## config.mk

```make
export PLATFORM = sky130hd
export DESIGN_NAME = sfifo_byte_packer_flat
export DESIGN_NICKNAME = d
export VERILOG_FILES = /design/src/rtl/sfifo_pkg.sv /design/src/rtl/sfifo_byte_packer_if.sv /design/src/rtl/sfifo_byte_packer.sv /design/src/flat_wrapper.sv
export SDC_FILE = /design/constraint.sdc
export NUM_CORES = 1
export LEC_CHECK = 0
export ABC_AREA = 1
export BUFFER_PORTS_ARGS = -buffer_cell sky130_fd_sc_hd__clkbuf_2
export CAP_MARGIN = 20
export CORE_MARGIN = 5
export CORE_UTILIZATION = 35
export DETAILED_ROUTE_END_ITERATION = 6
export PLACE_DENSITY = 0.66
export RECOVER_POWER = 50
export REMOVE_ABC_BUFFERS = 1
export SLEW_MARGIN = 20
export SYNTH_ARGS = -nofsm -noshare
export SYNTH_HDL_FRONTEND = slang
export SYNTH_SLANG_ARGS = --single-unit
```

## constraint.sdc

```tcl
create_clock -name clk -period 2.5 [get_ports clk]
set_input_delay 0.125 -clock clk [delete_from_list [all_inputs] [get_ports clk]]
set_output_delay 0.125 -clock clk [all_outputs]
set_load 0.02 [all_outputs]
```

## src/rtl/sfifo_pkg.sv

```systemverilog
// Shared definitions for the FIFO byte packer: default sizes, FSM state
// encoding and the partial-word keep mask helper.
package sfifo_pkg;

    localparam int BYTE_W_DEF = 8;
    localparam int LANES_DEF  = 4;

    // Two-state packer FSM, kept as plain vector constants for legacy tools
    typedef logic [0:0] state_t;
    localparam state_t ST_FILL = 1'b0;
    localparam state_t ST_OUT  = 1'b1;

    // Low 'cnt' bits set; callers truncate to their lane count (LANES <= 32)
    function automatic logic [31:0] keep_mask(input int unsigned cnt);
        logic [32:0] m;
        m = (33'd1 << cnt) - 33'd1;
        return m[31:0];
    endfunction

endpackage

```

## src/rtl/sfifo_byte_packer_if.sv

```systemverilog
// FIFO read-port and wide-word output bundle for the byte packer.
// master = packer side, slave = FIFO / downstream side.
interface sfifo_byte_packer_if
    import sfifo_pkg::*;
#(
    parameter int BYTE_W = BYTE_W_DEF,
    parameter int LANES  = LANES_DEF
);
    logic                    fifo_empty;
    logic                    fifo_r_en;
    logic [BYTE_W-1:0]       fifo_data;
    logic                    flush;
    logic                    word_valid;
    logic                    word_ready;
    logic [BYTE_W*LANES-1:0] word_data;
    logic [LANES-1:0]        word_keep;
    logic                    word_last;

    modport master (
        input  fifo_empty, fifo_data, flush, word_ready,
        output fifo_r_en, word_valid, word_data, word_keep, word_last
    );

    modport slave (
        output fifo_empty, fifo_data, flush, word_ready,
        input  fifo_r_en, word_valid, word_data, word_keep, word_last
    );
endinterface

```

## src/rtl/sfifo_byte_packer.sv

```systemverilog
// Drains bytes from a synchronous FIFO read port and packs LANES of them
// into one wide word (lane 0 = oldest). A flush pulse closes a partial word
// with a keep mask and word_last set.
module sfifo_byte_packer
    import sfifo_pkg::*;
#(
    parameter int BYTE_W = BYTE_W_DEF,
    parameter int LANES  = LANES_DEF
) (
    input  logic                clk,
    input  logic                reset,
    sfifo_byte_packer_if.master bus
);

    localparam int CW = $clog2(LANES) + 1;
    localparam int WW = BYTE_W * LANES;
    localparam logic [CW-1:0] LANES_C = CW'(LANES);

    state_t            state_q, state_d;
    logic [CW-1:0]     cnt_q, cnt_d;
    logic [CW-1:0]     cnt_cap;
    logic              pend_q, pend_d;
    logic              flush_pend_q, flush_pend_d;
    logic [WW-1:0]     data_q, data_d;
    logic [LANES-1:0]  keep_q, keep_d;
    logic              last_q, last_d;
    logic              rd_en;

    // Issue a read only when the byte in flight still fits in the word
    assign rd_en = !reset && (state_q == ST_FILL) && !bus.fifo_empty &&
                   !flush_pend_q && ((cnt_q + CW'(pend_q)) < LANES_C);

    assign bus.fifo_r_en  = rd_en;
    assign bus.word_valid = (state_q == ST_OUT);
    assign bus.word_data  = data_q;
    assign bus.word_keep  = keep_q;
    assign bus.word_last  = last_q;

    // Next-state: capture arriving byte, close word on full or pending flush
    always_comb begin
        state_d      = state_q;
        cnt_d        = cnt_q;
        pend_d       = rd_en;
        flush_pend_d = flush_pend_q;
        data_d       = data_q;
        keep_d       = keep_q;
        last_d       = last_q;
        cnt_cap      = cnt_q;
        case (state_q)
            ST_FILL: begin
                if (pend_q) begin
                    data_d[int'(cnt_q[CW-2:0])*BYTE_W +: BYTE_W] = bus.fifo_data;
                    cnt_cap = cnt_q + CW'(1);
                end
                cnt_d = cnt_cap;
                if (bus.flush) flush_pend_d = 1'b1;
                if (cnt_cap == LANES_C) begin
                    // Full word; a pending flush survives and dies on cnt=0
                    state_d = ST_OUT;
                    keep_d  = '1;
                    last_d  = 1'b0;
                end else if (flush_pend_q && !pend_q) begin
                    // No byte in flight: close the partial word (if any)
                    if (cnt_q != '0) begin
                        state_d = ST_OUT;
                        keep_d  = LANES'(keep_mask(32'(cnt_q)));
                        last_d  = 1'b1;
                    end
                    flush_pend_d = bus.flush;
                end
            end
            default: begin
                // Flush during OUT is only latched; the held word is untouched
                if (bus.flush) flush_pend_d = 1'b1;
                if (bus.word_ready) begin
                    state_d = ST_FILL;
                    cnt_d   = '0;
                    data_d  = '0;
                    keep_d  = '0;
                    last_d  = 1'b0;
                end
            end
        endcase
    end

    // State registers with synchronous active-high reset
    always_ff @(posedge clk) begin
        if (reset) begin
            state_q      <= ST_FILL;
            cnt_q        <= '0;
            pend_q       <= 1'b0;
            flush_pend_q <= 1'b0;
            data_q       <= '0;
            keep_q       <= '0;
            last_q       <= 1'b0;
        end else begin
            state_q      <= state_d;
            cnt_q        <= cnt_d;
            pend_q       <= pend_d;
            flush_pend_q <= flush_pend_d;
            data_q       <= data_d;
            keep_q       <= keep_d;
            last_q       <= last_d;
        end
    end

endmodule

```

## src/flat_wrapper.sv

```systemverilog
// flat-port wrapper written by rule: the top's interface ports become plain ports
module sfifo_byte_packer_flat import sfifo_pkg::*;
#(
    parameter int BYTE_W = BYTE_W_DEF,
    parameter int LANES  = LANES_DEF
)
  (clk, reset, bus_fifo_empty, bus_fifo_data, bus_flush, bus_word_ready, bus_fifo_r_en, bus_word_valid, bus_word_data, bus_word_keep, bus_word_last);
  sfifo_byte_packer_if #(.BYTE_W(BYTE_W), .LANES(LANES)) bus_i ();
  input  logic clk;
  input  logic reset;
  input wire logic [$bits(bus_i.fifo_empty)-1:0] bus_fifo_empty;
  input wire logic [$bits(bus_i.fifo_data)-1:0] bus_fifo_data;
  input wire logic [$bits(bus_i.flush)-1:0] bus_flush;
  input wire logic [$bits(bus_i.word_ready)-1:0] bus_word_ready;
  output wire logic [$bits(bus_i.fifo_r_en)-1:0] bus_fifo_r_en;
  output wire logic [$bits(bus_i.word_valid)-1:0] bus_word_valid;
  output wire logic [$bits(bus_i.word_data)-1:0] bus_word_data;
  output wire logic [$bits(bus_i.word_keep)-1:0] bus_word_keep;
  output wire logic [$bits(bus_i.word_last)-1:0] bus_word_last;
  assign bus_i.fifo_empty = bus_fifo_empty;
  assign bus_i.fifo_data = bus_fifo_data;
  assign bus_i.flush = bus_flush;
  assign bus_i.word_ready = bus_word_ready;
  assign bus_fifo_r_en = bus_i.fifo_r_en;
  assign bus_word_valid = bus_i.word_valid;
  assign bus_word_data = bus_i.word_data;
  assign bus_word_keep = bus_i.word_keep;
  assign bus_word_last = bus_i.word_last;
  sfifo_byte_packer #(.BYTE_W(BYTE_W), .LANES(LANES)) u_core (.clk(clk), .reset(reset), .bus(bus_i));
endmodule
```

# --- After elaboration in Yosys (flattened, before gate mapping) ---
# Index checks and enable logic that the tools add are counted.
classes:
  n_addsub: 4
  n_mul: 0
  div_mod_pow: 0
  n_lt_le_gt_ge: 1
  eq_ne: 2
  shifts: 3
  mux: 27
  bitwise: 1
  n_reduce_logical: 15
ops:
  columns: ["operator", "count"]
  rows:
  - ["32-bit two-way mux", 3]
  - ["5-bit negation with 33-bit output", 1]
  - ["8-bit by 33-bit variable shift with 32-bit output, first input constant", 1]
  - ["8-bit by 33-bit indexed part select with 32-bit output", 1]
  - ["32-bit bitwise mux", 1]
  - ["4-bit two-way mux", 5]
  - ["1-bit two-way mux", 14]
  - ["3-bit two-way mux", 4]
  - ["3-bit nonzero test", 3]
  - ["1-bit logical AND", 5]
  - ["1-bit logical NOT", 4]
  - ["1-bit by 3-bit << shifter with 4-bit output, first input constant", 1]
  - ["4-bit by 1-bit subtractor with 4-bit output, second input constant", 1]
  - ["3-bit by 1-bit adder with 3-bit output", 1]
  - ["3-bit by 1-bit adder with 3-bit output, second input constant", 1]
  - ["3-bit == test, second input constant", 1]
  - ["3-bit less-than comparator, second input constant", 1]
  - ["3-bit AND reduction", 1]
  - ["2-bit inequality test, second input constant", 1]
  - ["2-bit AND reduction", 1]
  - ["2-bit nonzero test", 1]
  - ["1-bit NOT", 1]
word_totals:
  register_bits: 43
  latch_bits: 0
  mem_bits_rw: 0
  rom_bits: 0
  inputBits: 13
  output_inout_bits: 39
  elab_cells: 60
  n_memories: 0

# --- Depth between registers and ports, before layout ---
# Gate-level depths: netlist of run 1.
logic_depth:
  word_depth: 6
  ltp_mapped: 11

# --- Worst setup path before layout of run 1 ---
# No wires, ideal clock.
synth_timing:
  kind: "reg2reg"
  start: "register u_core.cnt_q[0]"
  end: "register u_core.keep_q[3], in the netlist u_core.bus.word_keep[3]"
  setup_time_ns: 0.070
  arrival_ns: 1.805
  t_required_ns: 2.430
  slack_ns: 0.625
  path_stages_with_launch: 11
  path_buffers: 1
  synth_period_minus_slack_ns: 1.875
  cell_sequence: "dfxtp_1 -> buf_2 -> inv_1 -> ha_1 -> inv_1 -> nand2_1 -> nand2_1 -> nand3_2 -> a21oi_2 -> nand2_1 -> a21oi_1"
synth_via:
  elab_chain_len: 6
  word_cells_on_any_way: 14
  classes_between: "2 x add/sub; 1 x eq/ne; 1 x shift; 6 x mux; 4 x reduce/logical"
synth_lines:
  columns: ["element", "line", "source"]
  rows:
  - ["start: declaration", "sfifo_byte_packer.sv:20", "logic [CW-1:0] cnt_q, cnt_d;"]
  - ["start signal: assignment", "sfifo_byte_packer.sv:98", "cnt_q <= cnt_d;"]
  - ["3-bit by 1-bit adder with 3-bit output or 1-bit by 3-bit << shifter with 4-bit output (tied branches)", "sfifo_byte_packer.sv:53, sfifo_pkg.sv:16", null]
  - ["3-bit two-way mux or 4-bit by 1-bit subtractor with 4-bit output (tied branches)", "sfifo_byte_packer.sv:51, sfifo_pkg.sv:16", null]
  - ["3-bit two-way mux or 4-bit two-way mux (tied branches)", "sfifo_byte_packer.sv:49, sfifo_byte_packer.sv:64", null]
  - ["3-bit == test or 4-bit two-way mux (tied branches)", "sfifo_byte_packer.sv:57, sfifo_byte_packer.sv:62", null]
  - ["3-bit nonzero test (no source line) or 4-bit two-way mux (tied branches)", null, null]
  - ["3-bit AND reduction (no source line) or 4-bit two-way mux (tied branches)", null, null]
  - ["end signal: assignment", "sfifo_byte_packer.sv:102", "keep_q <= keep_d;"]
  - ["end: declaration", "sfifo_byte_packer.sv:25", "logic [LANES-1:0] keep_q, keep_d;"]
# Several ways; a longest one is shown, not always the timed one. The select of a mux whose other input is x is not followed.
# A chain may end at the register's enable or synchronous reset.

# --- Final worst setup path of run 1 ---
layout_timing:
  start: "register u_core.cnt_q[0]"
  end: "register u_core.keep_q[1], in the netlist u_core.bus.word_keep[1]"
# The elaborated chain is that of the path after synthesis.

==> metrics.txt, run 1 <==
# TYPE chip_impl_metric gauge
chip_impl_metric{name="cts_max_path_bufs",unit=""} 2
chip_impl_metric{name="clock_tree.htree_level_count",unit=""} 2
chip_impl_metric{name="post_cts_resize_count",unit=""} 0
chip_impl_info{name="endpoint_kind",value="flip-flop"} 1
chip_impl_metric{name="pwr-share-clk",unit="%"} 34.6
chip_impl_metric{name="wl_per_cell",unit="microns"} 13.64
chip_impl_metric{name="dieArea",unit="sq um"} 7231
chip_impl_metric{name="final_critical_path_setup_slack",unit="ns"} 0.3147
chip_impl_metric{name="clk_transition_reported_paths",unit="ns"} 0.09
chip_impl_metric{name="die_w",unit="microns"} 85.04
chip_impl_metric{name="floorplan.initialDensity",unit="%"} 36.01
chip_impl_info{name="outcome",value="finished, final reports clean"} 1
chip_impl_metric{name="timing.max_cap.violations",unit=""} 0
chip_impl_metric{name="maximum_number_of_pins_on_one_net_before_global_route_repair",unit=""} 26
chip_impl_metric{name="postPlaceCellArea",unit="sq um"} 2253
chip_impl_info{name="synth_top_cells_by_area",value="dfxtp_1 44%, nand3_1 8.1%, o211a_1 8.1%, nand2_1 8.0%, a21oi_1 6.9%"} 1
chip_impl_metric{name="floorplan.die.height",unit="microns"} 85.04
chip_impl_metric{name="power_density",unit="nW/um^2"} 683.9
chip_impl_metric{name="synth_seq_cells",unit=""} 43
chip_impl_metric{name="fill_cells",unit=""} 602
chip_impl_metric{name="postLayoutCellArea",unit="sq um"} 2318
chip_impl_metric{name="gpl_congestion",unit=""} 0.8963
chip_impl_metric{name="remaining_max_slew_budget_at_the_tightest_pin",unit="%"} 51.99
chip_impl_metric{name="drt-pass1-iter-count",unit=""} 4
chip_impl_metric{name="final_max_slew_viol_count",unit=""} 0
chip_impl_metric{name="vdd_drop_max",unit="mV"} 0.2944
chip_impl_info{name="cts_tree",value="done"} 1
chip_impl_metric{name="netlist.area_leader.share",unit="%"} 43.68
chip_impl_metric{name="cell_internal_pwr",unit="mW"} 1.107
chip_impl_metric{name="synth-edff-count",unit=""} 0
chip_impl_metric{name="seq_area",unit="sq um"} 860.8
chip_impl_info{name="post-synth-top-count-cell",value="dfxtp_1"} 1
chip_impl_metric{name="power.leakage",unit="nW"} 1.009
chip_impl_metric{name="finalHoldViolations",unit=""} 0
chip_impl_metric{name="postLayoutCoreUtil",unit="%"} 42.36
chip_impl_metric{name="io-pin-count",unit=""} 52
chip_impl_metric{name="global_route_wire_length_before_repair",unit="mm"} 8.390
chip_impl_metric{name="cts-buffers-inserted",unit=""} 5
chip_impl_info{name="cp-start-kind",value="flip-flop"} 1
chip_impl_metric{name="cts.hold.buffers_added",unit=""} 0
chip_impl_metric{name="cp_max_fo",unit=""} 16
chip_impl_metric{name="place.detailed.hpwl",unit="mm"} 3.615
chip_impl_metric{name="final.period_utilization",unit="%"} 87.41
chip_impl_metric{name="setup_viol",unit=""} 0
chip_impl_metric{name="period_minus_ws_final",unit="ns"} 2.185
chip_impl_metric{name="seq_area_frac_synth",unit="%"} 43.68
chip_impl_metric{name="preCtsSetupSlack",unit="ns"} 0.3416
chip_impl_metric{name="cell_count_after_synthesis",unit=""} 236
chip_impl_info{name="synth_area_leader",value="dfxtp_1"} 1
chip_impl_metric{name="grt_pass1_vias",unit=""} 1779
chip_impl_metric{name="fraction_of_power_consumed_by_combinational_cells",unit="%"} 17.8
chip_impl_info{name="cts_root_buffer",value="clkbuf_8"} 1
chip_impl_metric{name="cts.repair_timing.setup_buffer_count",unit=""} 0
chip_impl_metric{name="port_buffers",unit=""} 51
chip_impl_metric{name="route.detailed.drc",unit=""} 0
chip_impl_metric{name="antenna_found_initial",unit=""} 0
chip_impl_metric{name="avgSynthCellArea",unit="sq um"} 8.350
chip_impl_metric{name="grt_remaining_overflow",unit=""} 0
chip_impl_metric{name="power_switching",unit="mW"} 0.4784
chip_impl_metric{name="worstSkewPairLatency",unit="ns"} 0.30
chip_impl_metric{name="synthToLayoutAreaGrowth",unit="%"} 17.65
chip_impl_metric{name="avgViaCountPerCell",unit=""} 5.089
chip_impl_metric{name="vias",unit=""} 1827
chip_impl_metric{name="yosysWarningCount",unit=""} 0
chip_impl_metric{name="std_cell_rows",unit=""} 27
chip_impl_metric{name="max_freq",unit="MHz"} 457.6
chip_impl_info{name="criticalPathCategory",value="flip-flop to flip-flop"} 1
chip_impl_info{name="rsz0062_at_grt",value="no"} 1
chip_impl_info{name="synth_common_cells",value="43 x dfxtp_1, 42 x nand2_1, 32 x nand3_1"} 1
chip_impl_metric{name="finish.net_count",unit=""} 309
chip_impl_info{name="synth-main-ff-cell",value="dfxtp_1"} 1
chip_impl_metric{name="pwr-share-seq",unit="%"} 47.7
chip_impl_metric{name="cts.sinks",unit=""} 43
chip_impl_metric{name="drive_above_1_share",unit="%"} 11.15
chip_impl_metric{name="synth.lib_cells_used.distinct",unit=""} 25
chip_impl_metric{name="worst_clock_skew",unit="ns"} 0.005666
chip_impl_metric{name="globalRouteTotalUtil",unit="%"} 14.09
chip_impl_info{name="hp-class",value="primary input to flip-flop"} 1
chip_impl_metric{name="setup_total_negative_slack",unit="ns"} 0
chip_impl_metric{name="detail_route.iter0.violations",unit=""} 168
chip_impl_metric{name="num_antenna_cells",unit=""} 0
chip_impl_metric{name="multi_input_comb_area",unit="sq um"} 987.2
chip_impl_metric{name="synth_async_sr_flop_share",unit="%"} 0
chip_impl_metric{name="syn_area",unit="sq um"} 1971
chip_impl_metric{name="drt.antenna.violating_nets",unit=""} 0
chip_impl_metric{name="core_area",unit="sq um"} 5473
chip_impl_metric{name="crit_required",unit="ns"} 2.73
chip_impl_metric{name="timing_worst_slew_pin_value",unit="ns"} 0.7193
chip_impl_metric{name="routed_wirelength",unit="mm"} 4.898
chip_impl_metric{name="swShare",unit="%"} 30.17
chip_impl_metric{name="worst-endpoint-arrival",unit="ns"} 2.42
-- worst max-delay path: stages, from the launching register on --
cell and delay (ns):
dfxtp_1 0.70, inv_1 0.20, ha_1 0.37, inv_1 0.11, nand2_1 0.08, nand2_1 0.09, nand3_2 0.14, a21oi_2 0.22
nand2_1 0.07, a21oi_1 0.15
-- stage by stage --
stage | total power [mW] | std cells | hold WS [ns]
detailed placement | 1.064 | 351 | 0.3396
CTS | 1.613 | 359 | 0.02241
global route | 1.668 | 359 | 0.05239
finish | 1.586 | 359 | 0.02773
floorplan | 0.9643 | 227 | 0.1941
global placement | 1.061 | 351 | 0.3339
-- routing by layer --
layer | global-route usage, % | routed length (microns)
met5 | 0 | 0
met4 | 4.317 | 45
met3 | 3.786 | 269
met2 | 22.67 | 2223
met1 | 18.38 | 2360
-- path summary, 6_finish.rpt --
| check | start | end | slack [ns] | cells after the start |
|---|---|---|---|---|
| max | u_core.cnt_q[0] | u_core.bus.word_keep[1] | 0.31 | 9 |
| min | bus_flush | u_core.flush_pend_q | 0.03 | 3 |
| max reg2reg | u_core.cnt_q[0] | u_core.bus.word_keep[1] | 0.31 | 9 |
| min reg2reg | u_core.bus.word_last | u_core.bus.word_last | 0.47 | 2 |
-- cell usage in the layout (no fill, tap or decap) --
cell type,Yosys,routed
nand3_1,32,32
a21oi_1,27,27
o211ai_1,1,1
nand3b_1,1,1
nor3_4,1,1
bufinv_16,0,1
o211a_1,16,16
a21oi_2,1,1
clkinv_2,0,1
clkbuf_2,0,13
inv_2,2,2
nand4_1,1,1
xor2_1,1,1
nor3_1,1,1
nor2_1,5,5
inv_1,11,11
nor3_2,1,1
ha_1,10,10
nand3_2,1,1
clkinv_4,0,1
nand2_1,42,42
buf_4,0,1
o21ai_0,25,25
clkbuf_1,2,38
dfxtp_1,43,43
clkinv_1,1,1
clkbuf_8,1,5
nand2_2,4,4
-- kinds of logic after synthesis --
family,Yosys count,synth area share [%]
xor+xnor,1,0.4445
compound gates,70,22.16
simple gates,89,21.14
buf+inv,23,6.222
fa+ha+maj,10,6.349
flops,43,43.68
-- power by group through the flow --
stage | Sequential (mW) | Combinational (mW) | Clock [mW]
after floorplan | 0.806 | 0.158 | 0
after global placement | 0.771 | 0.290 | 0
after detailed placement | 0.772 | 0.293 | 0
after CTS | 0.756 | 0.294 | 0.564
after global routing | 0.762 | 0.317 | 0.590
final | 0.756 | 0.282 | 0.548
-- flip-flops by register name, summed over array words and instances, names as in the netlist --
signal                 cells
u_core.bus.word_data      32
u_core.bus.word_keep       4
u_core.bus.word_last       1
u_core.bus.word_valid      1
u_core.cnt_q               3
u_core.flush_pend_q        1
u_core.pend_q              1
-- layout make-up --
class,count,share of cell area (%)
multi-input combinational,170,42.58
sequential,43,37.13
timing repair buffer,52,9.282
tap,72,3.886
clock buffer,5,2.968
inverter,14,2.267
clock inverter,3,1.889
Note: power is estimated with default switching activity, not from simulation.
==> run 2: changes to the inputs <==
--- a/config.mk
+++ b/config.mk
@@ -11,7 +11,7 @@
 export CORE_MARGIN = 5
 export CORE_UTILIZATION = 35
 export DETAILED_ROUTE_END_ITERATION = 6
-export PLACE_DENSITY = 0.66
+export PLACE_DENSITY = 0.69
 export RECOVER_POWER = 50
 export REMOVE_ABC_BUFFERS = 1
 export SLEW_MARGIN = 20
==> metrics.txt, run 2 (synthesized netlist as in run 1, its figures left out) <==
# TYPE chip_impl_metric gauge
chip_impl_metric{name="max_freq",unit="MHz"} 460.8
chip_impl_metric{name="worst_clock_skew",unit="ns"} 0.001318
chip_impl_metric{name="postLayoutCellArea",unit="sq um"} 2283
chip_impl_metric{name="finalHoldViolations",unit=""} 0
chip_impl_info{name="hold_path.startpoint",value="bus_flush"} 1
chip_impl_metric{name="pwr-share-clk",unit="%"} 29.5
chip_impl_metric{name="gpl_congestion",unit=""} 0.9039
chip_impl_metric{name="drive_above_1_share",unit="%"} 10.49
chip_impl_metric{name="fill_cells",unit=""} 603
chip_impl_metric{name="reg2regPathDepth",unit=""} 9
chip_impl_metric{name="clk_transition_reported_paths",unit="ns"} 0.08
chip_impl_metric{name="worst-endpoint-arrival",unit="ns"} 2.39
chip_impl_metric{name="route.detailed.drc",unit=""} 0
chip_impl_metric{name="cts.sinks",unit=""} 43
chip_impl_metric{name="power.leakage",unit="nW"} 0.9869
chip_impl_metric{name="drt-pass1-iter-count",unit=""} 4
chip_impl_metric{name="r2r_setup_slack",unit="ns"} 0.33
chip_impl_metric{name="detail_route.iter0.violations",unit=""} 150
chip_impl_metric{name="avgViaCountPerCell",unit=""} 5.000
chip_impl_metric{name="cts_max_path_bufs",unit=""} 2
chip_impl_metric{name="final_worst_hold_slack",unit="ns"} 0.03984
chip_impl_metric{name="power_switching",unit="mW"} 0.4630
chip_impl_metric{name="fraction_of_power_consumed_by_combinational_cells",unit="%"} 19.1
chip_impl_metric{name="timing.max_cap.violations",unit=""} 0
chip_impl_metric{name="maximum_number_of_pins_on_one_net_before_global_route_repair",unit=""} 26
chip_impl_info{name="cts_root_buffer",value="clkbuf_8"} 1
chip_impl_metric{name="floorplan.initialDensity",unit="%"} 36.01
chip_impl_metric{name="drt.antenna.violating_nets",unit=""} 0
chip_impl_metric{name="crit_required",unit="ns"} 2.72
chip_impl_metric{name="pwr-share-seq",unit="%"} 51.4
chip_impl_metric{name="clock_tree.htree_level_count",unit=""} 2
chip_impl_info{name="criticalPathCategory",value="flip-flop to flip-flop"} 1
chip_impl_metric{name="wl_per_cell",unit="microns"} 13.32
chip_impl_metric{name="routed_wirelength",unit="mm"} 4.767
chip_impl_metric{name="synthToLayoutAreaGrowth",unit="%"} 15.87
chip_impl_metric{name="cts.repair_timing.setup_buffer_count",unit=""} 0
chip_impl_metric{name="cts.hold.buffers_added",unit=""} 0
chip_impl_metric{name="worstSkewPairLatency",unit="ns"} 0.29
chip_impl_metric{name="vias",unit=""} 1790
chip_impl_metric{name="io-pin-count",unit=""} 52
chip_impl_info{name="hp-class",value="primary input to flip-flop"} 1
chip_impl_metric{name="cell_internal_pwr",unit="mW"} 1.005
chip_impl_metric{name="worst_hold_path_stage_count",unit=""} 3
chip_impl_metric{name="place.detailed.hpwl",unit="mm"} 3.503
chip_impl_metric{name="setup_total_negative_slack",unit="ns"} 0
chip_impl_metric{name="core_area",unit="sq um"} 5473
chip_impl_metric{name="grt_remaining_overflow",unit=""} 0
chip_impl_info{name="cts_tree",value="done"} 1
chip_impl_metric{name="largest_register_ff_count",unit=""} 32
chip_impl_metric{name="remaining_max_slew_budget_at_the_tightest_pin",unit="%"} 50.44
chip_impl_metric{name="final_max_slew_viol_count",unit=""} 0
chip_impl_metric{name="finish.net_count",unit=""} 308
chip_impl_metric{name="cts-buffers-inserted",unit=""} 5
chip_impl_metric{name="power_density",unit="nW/um^2"} 642.7
chip_impl_metric{name="period_minus_ws_final",unit="ns"} 2.170
chip_impl_info{name="critical_path.reg2reg.startpoint",value="u_core.cnt_q[0]"} 1
chip_impl_metric{name="antenna_found_initial",unit=""} 0
chip_impl_info{name="commonest_non_fill_non_tap_cell_in_the_layout",value="dfxtp_1"} 1
chip_impl_info{name="rsz0062_at_grt",value="no"} 1
chip_impl_info{name="outcome",value="finished, final reports clean"} 1
chip_impl_metric{name="setup_viol",unit=""} 0
chip_impl_metric{name="cp_max_fo",unit=""} 16
chip_impl_metric{name="swShare",unit="%"} 31.55
chip_impl_metric{name="grt_pass1_vias",unit=""} 1734
chip_impl_metric{name="globalRouteTotalUtil",unit="%"} 13.96
chip_impl_metric{name="floorplan.die.height",unit="microns"} 85.04
chip_impl_metric{name="global_route_wire_length_before_repair",unit="mm"} 8.300
chip_impl_info{name="cp-start-kind",value="flip-flop"} 1
chip_impl_info{name="crit-reg2reg-capture",value="u_core.bus.word_keep[3]"} 1
chip_impl_info{name="worstHoldEndpoint",value="u_core.flush_pend_q"} 1
chip_impl_metric{name="std_cell_rows",unit=""} 27
chip_impl_metric{name="postPlaceCellArea",unit="sq um"} 2246
chip_impl_metric{name="port_buffers",unit=""} 51
chip_impl_info{name="layout.cells.most_common_list",value="43 x dfxtp_1, 42 x nand2_1, 39 x clkbuf_1, 32 x nand3_1, 27 x a21oi_1"} 1
chip_impl_info{name="endpoint_kind",value="flip-flop"} 1
chip_impl_metric{name="post_cts_resize_count",unit=""} 0
chip_impl_metric{name="num_antenna_cells",unit=""} 0
chip_impl_metric{name="seq_area",unit="sq um"} 860.8
chip_impl_metric{name="vdd_drop_max",unit="mV"} 0.2585
chip_impl_metric{name="die_w",unit="microns"} 85.04
chip_impl_metric{name="dieArea",unit="sq um"} 7231
chip_impl_metric{name="multi_input_comb_area",unit="sq um"} 987.2
chip_impl_metric{name="final.period_utilization",unit="%"} 86.81
chip_impl_metric{name="timing_worst_slew_pin_value",unit="ns"} 0.7426
==> run 2: cell type report <==
type	instances	share of cell area (%)
inverters	14	2.301
multi-input cells	170	43.23
clock inverters	2	0.5479
clock buffers	6	3.178
repair buffers	51	9.096
well taps	72	3.945
flip-flops and latches	43	37.70
==> run 2: how the worst max path moves through the flow <==
stage	from	endpoint	depth (start not counted)
6_report	u_core.cnt_q[0]	u_core.bus.word_keep[3]	9
5_1_grt	u_core.cnt_q[0]	u_core.bus.word_keep[2]	9
4_1_cts	u_core.cnt_q[0]	u_core.bus.word_keep[3]	9
3_5_place_dp	u_core.cnt_q[0]	u_core.bus.word_keep[3]	9
3_3_place_gp	u_core.cnt_q[0]	u_core.bus.word_keep[2]	10
2_1_floorplan	u_core.cnt_q[0]	u_core.bus.word_keep[1]	9
==> run 2: stage by stage <==
stage          cells  setup WS (ns)  total power [mW]  util [%]
2_1_floorplan    227         0.6185            0.9643         -
3_5_place_dp     350         0.3632             1.061     41.04
3_3_place_gp     350         0.4657             1.058     41.04
6_report         358         0.3297             1.468     41.72
5_1_grt          358        0.07609             1.552     41.72
4_1_cts          358         0.3360             1.495     42.59
==> run 2: power by group through the flow <==
stage / Clock [mW] / Combinational (mW) / Sequential [mW]
after floorplan: 0 / 0.158 / 0.806
after global placement: 0 / 0.288 / 0.770
after detailed placement: 0 / 0.290 / 0.771
after CTS: 0.448 / 0.291 / 0.755
after global routing: 0.471 / 0.319 / 0.762
final: 0.433 / 0.280 / 0.755
==> run 2: worst max-delay path, stage by stage (launching register included) <==
cell,delay [ns]
dfxtp_1,0.68
inv_1,0.20
ha_1,0.37
inv_1,0.11
nand2_1,0.08
nand2_1,0.09
nand3_2,0.14
a21oi_2,0.23
nand2_1,0.07
a21oi_1,0.14
==> run 2: layer usage <==
layer  GRT usage [%]  share of wire (%)  up-vias
li1                -                  -      919
met1           18.54                 46      816
met2           21.96                 46       53
met3           3.883                7.2        2
met4           4.317                1.0        0
met5               0                  0        -
==> run 3: changes to the inputs <==
--- a/config.mk
+++ b/config.mk
@@ -6,11 +6,13 @@
 export NUM_CORES = 1
 export LEC_CHECK = 0
 export ABC_AREA = 1
-export BUFFER_PORTS_ARGS = -buffer_cell sky130_fd_sc_hd__clkbuf_2
+export ABC_CLOCK_PERIOD_IN_PS = 2500
+export BUFFER_PORTS_ARGS = -buffer_cell sky130_fd_sc_hd__buf_2
 export CAP_MARGIN = 20
 export CORE_MARGIN = 5
 export CORE_UTILIZATION = 35
 export DETAILED_ROUTE_END_ITERATION = 6
+export MAX_ROUTING_LAYER = met4
 export PLACE_DENSITY = 0.69
 export RECOVER_POWER = 50
 export REMOVE_ABC_BUFFERS = 1
==> metrics.txt, run 3 (synthesized netlist as in run 1, its figures left out) <==
# TYPE chip_impl_metric gauge
chip_impl_info{name="outcome",value="finished, final reports clean"} 1
chip_impl_metric{name="post_cts_resize_count",unit=""} 0
chip_impl_metric{name="cts-buffers-inserted",unit=""} 5
chip_impl_metric{name="gpl_congestion",unit=""} 0.9168
chip_impl_metric{name="final.period_utilization",unit="%"} 88.43
chip_impl_info{name="hp-class",value="primary input to flip-flop"} 1
chip_impl_metric{name="worst-endpoint-arrival",unit="ns"} 2.38
chip_impl_metric{name="finalHoldViolations",unit=""} 0
chip_impl_metric{name="maximum_number_of_pins_on_one_net_before_global_route_repair",unit=""} 26
chip_impl_metric{name="grt_remaining_overflow",unit=""} 0
chip_impl_metric{name="worst_hold_path_stage_count",unit=""} 3
chip_impl_metric{name="drt.antenna.violating_nets",unit=""} 0
chip_impl_metric{name="route.detailed.drc",unit=""} 0
chip_impl_metric{name="routed_wirelength",unit="mm"} 4.888
chip_impl_metric{name="cts.sinks",unit=""} 43
chip_impl_info{name="rsz0062_at_grt",value="no"} 1
chip_impl_metric{name="postLayoutCellArea",unit="sq um"} 2283
chip_impl_info{name="crit-reg2reg-capture",value="u_core.bus.word_keep[3]"} 1
chip_impl_metric{name="max_freq",unit="MHz"} 452.4
chip_impl_metric{name="remaining_max_slew_budget_at_the_tightest_pin",unit="%"} 51.62
chip_impl_metric{name="cts.repair_timing.setup_buffer_count",unit=""} 0
chip_impl_metric{name="finish.net_count",unit=""} 308
chip_impl_metric{name="globalRouteTotalUtil",unit="%"} 14.21
chip_impl_info{name="layout.cells.most_common_list",value="43 x dfxtp_1, 42 x nand2_1, 39 x clkbuf_1, 32 x nand3_1, 27 x a21oi_1"} 1
chip_impl_info{name="worstHoldEndpoint",value="u_core.flush_pend_q"} 1
chip_impl_metric{name="power.leakage",unit="nW"} 0.9848
chip_impl_metric{name="seq_area",unit="sq um"} 860.8
chip_impl_info{name="cts_root_buffer",value="clkbuf_8"} 1
chip_impl_metric{name="cts.hold.buffers_added",unit=""} 0
chip_impl_metric{name="timing_worst_slew_pin_value",unit="ns"} 0.7249
chip_impl_metric{name="dieArea",unit="sq um"} 7231
chip_impl_metric{name="drive_above_1_share",unit="%"} 10.49
chip_impl_metric{name="power_density",unit="nW/um^2"} 642.9
chip_impl_metric{name="reg2regPathDepth",unit=""} 10
chip_impl_metric{name="crit_required",unit="ns"} 2.67
chip_impl_metric{name="worst_clock_skew",unit="ns"} 0.007188
chip_impl_metric{name="detail_route.iter0.violations",unit=""} 156
chip_impl_metric{name="postPlaceCellArea",unit="sq um"} 2246
chip_impl_metric{name="place.detailed.hpwl",unit="mm"} 3.577
chip_impl_info{name="cts_tree",value="done"} 1
chip_impl_metric{name="global_route_wire_length_before_repair",unit="mm"} 8.273
chip_impl_metric{name="grt_pass1_vias",unit=""} 1754
chip_impl_metric{name="die_w",unit="microns"} 85.04
chip_impl_metric{name="antenna_found_initial",unit=""} 0
chip_impl_metric{name="core_area",unit="sq um"} 5473
chip_impl_metric{name="port_buffers",unit=""} 51
chip_impl_metric{name="clock_tree.htree_level_count",unit=""} 2
chip_impl_info{name="hold_path.startpoint",value="bus_flush"} 1
chip_impl_metric{name="num_antenna_cells",unit=""} 0
chip_impl_metric{name="cts_max_path_bufs",unit=""} 2
chip_impl_metric{name="cp_max_fo",unit=""} 16
chip_impl_metric{name="clk_transition_reported_paths",unit="ns"} 0.08
chip_impl_info{name="cp-start-kind",value="flip-flop"} 1
chip_impl_metric{name="floorplan.die.height",unit="microns"} 85.04
chip_impl_metric{name="vdd_drop_max",unit="mV"} 0.2216
chip_impl_metric{name="drt-pass1-iter-count",unit=""} 4
chip_impl_metric{name="final_max_slew_viol_count",unit=""} 0
chip_impl_metric{name="setup_total_negative_slack",unit="ns"} 0
chip_impl_info{name="commonest_non_fill_non_tap_cell_in_the_layout",value="dfxtp_1"} 1
chip_impl_metric{name="r2r_setup_slack",unit="ns"} 0.29
chip_impl_metric{name="setup_viol",unit=""} 0
chip_impl_metric{name="largest_register_ff_count",unit=""} 32
chip_impl_metric{name="fill_cells",unit=""} 597
chip_impl_metric{name="wl_per_cell",unit="microns"} 13.65
chip_impl_metric{name="std_cell_rows",unit=""} 27
chip_impl_metric{name="period_minus_ws_final",unit="ns"} 2.211
chip_impl_info{name="criticalPathCategory",value="flip-flop to flip-flop"} 1
chip_impl_info{name="endpoint_kind",value="flip-flop"} 1
chip_impl_info{name="critical_path.reg2reg.startpoint",value="u_core.cnt_q[0]"} 1
chip_impl_metric{name="worstSkewPairLatency",unit="ns"} 0.30
chip_impl_metric{name="timing.max_cap.violations",unit=""} 0
chip_impl_metric{name="synthToLayoutAreaGrowth",unit="%"} 15.87
chip_impl_metric{name="vias",unit=""} 1850
chip_impl_metric{name="floorplan.initialDensity",unit="%"} 36.01
chip_impl_metric{name="multi_input_comb_area",unit="sq um"} 987.2
chip_impl_metric{name="avgViaCountPerCell",unit=""} 5.168
chip_impl_metric{name="io-pin-count",unit=""} 52
run 3: cell count changes in the layout (fill, tap and decap cells not counted):
cell | before | now
clkbuf_2 | 13 | 0
buf_2 | 0 | 13
run 3: per-layer routing:
layer	GRT usage (%)	vias up	part of all wire, %
met5	-	-	0
met4	4.317	0	0.78
met1	18.38	875	47
met3	2.913	4	5.5
met2	22.32	49	46
li1	-	922	-
run 3: critical path: stages (launching register included):
cell and delay, ns:
dfxtp_1 0.70, inv_1 0.21, ha_1 0.37, inv_1 0.11
nand2_1 0.08, nand2_1 0.09, nand3_2 0.14, nand3_1 0.13
nand2_1 0.12, nand2_1 0.08, a21oi_1 0.06
run 3: cell type report:
class                      count  area share, %
clock buffer                   6          3.178
sequential                    43          37.70
timing repair buffer          51          9.096
multi-input combinational    170          43.23
inverter                      14          2.301
clock inverter                 2         0.5479
tap                           72          3.945
run 3: worst max-delay path by stage:
stage | from | end | cells past startpoint
CTS | u_core.cnt_q[0] | u_core.bus.word_keep[3] | 9
global route | u_core.cnt_q[0] | u_core.bus.word_keep[2] | 9
global placement | u_core.cnt_q[0] | u_core.bus.word_keep[2] | 10
floorplan | u_core.cnt_q[0] | u_core.bus.word_keep[1] | 9
finish | u_core.cnt_q[0] | u_core.bus.word_keep[3] | 10
detailed placement | u_core.cnt_q[0] | u_core.bus.word_keep[3] | 9
run 3: report_power, final:
part | switching (mW) | internal [mW]
Combinational | 0.197 | 0.0860
Clock | 0.235 | 0.195
Sequential | 0.0325 | 0.723
Total | 0.464 | 1.00
run 3: stage by stage:
step | total power, mW | hold slack (ns) | worst slack (ns) | instances | utilization [%]
2_1_floorplan | 0.9643 | 0.1941 | 0.6185 | 227 | -
3_3_place_gp | 1.058 | 0.3333 | 0.4550 | 350 | 41.04
3_5_place_dp | 1.062 | 0.3390 | 0.3326 | 350 | 41.04
4_1_cts | 1.486 | 0.03475 | 0.3191 | 358 | 42.59
5_1_grt | 1.553 | 0.05461 | 0.03367 | 358 | 41.72
6_report | 1.468 | 0.03340 | 0.2893 | 358 | 41.72
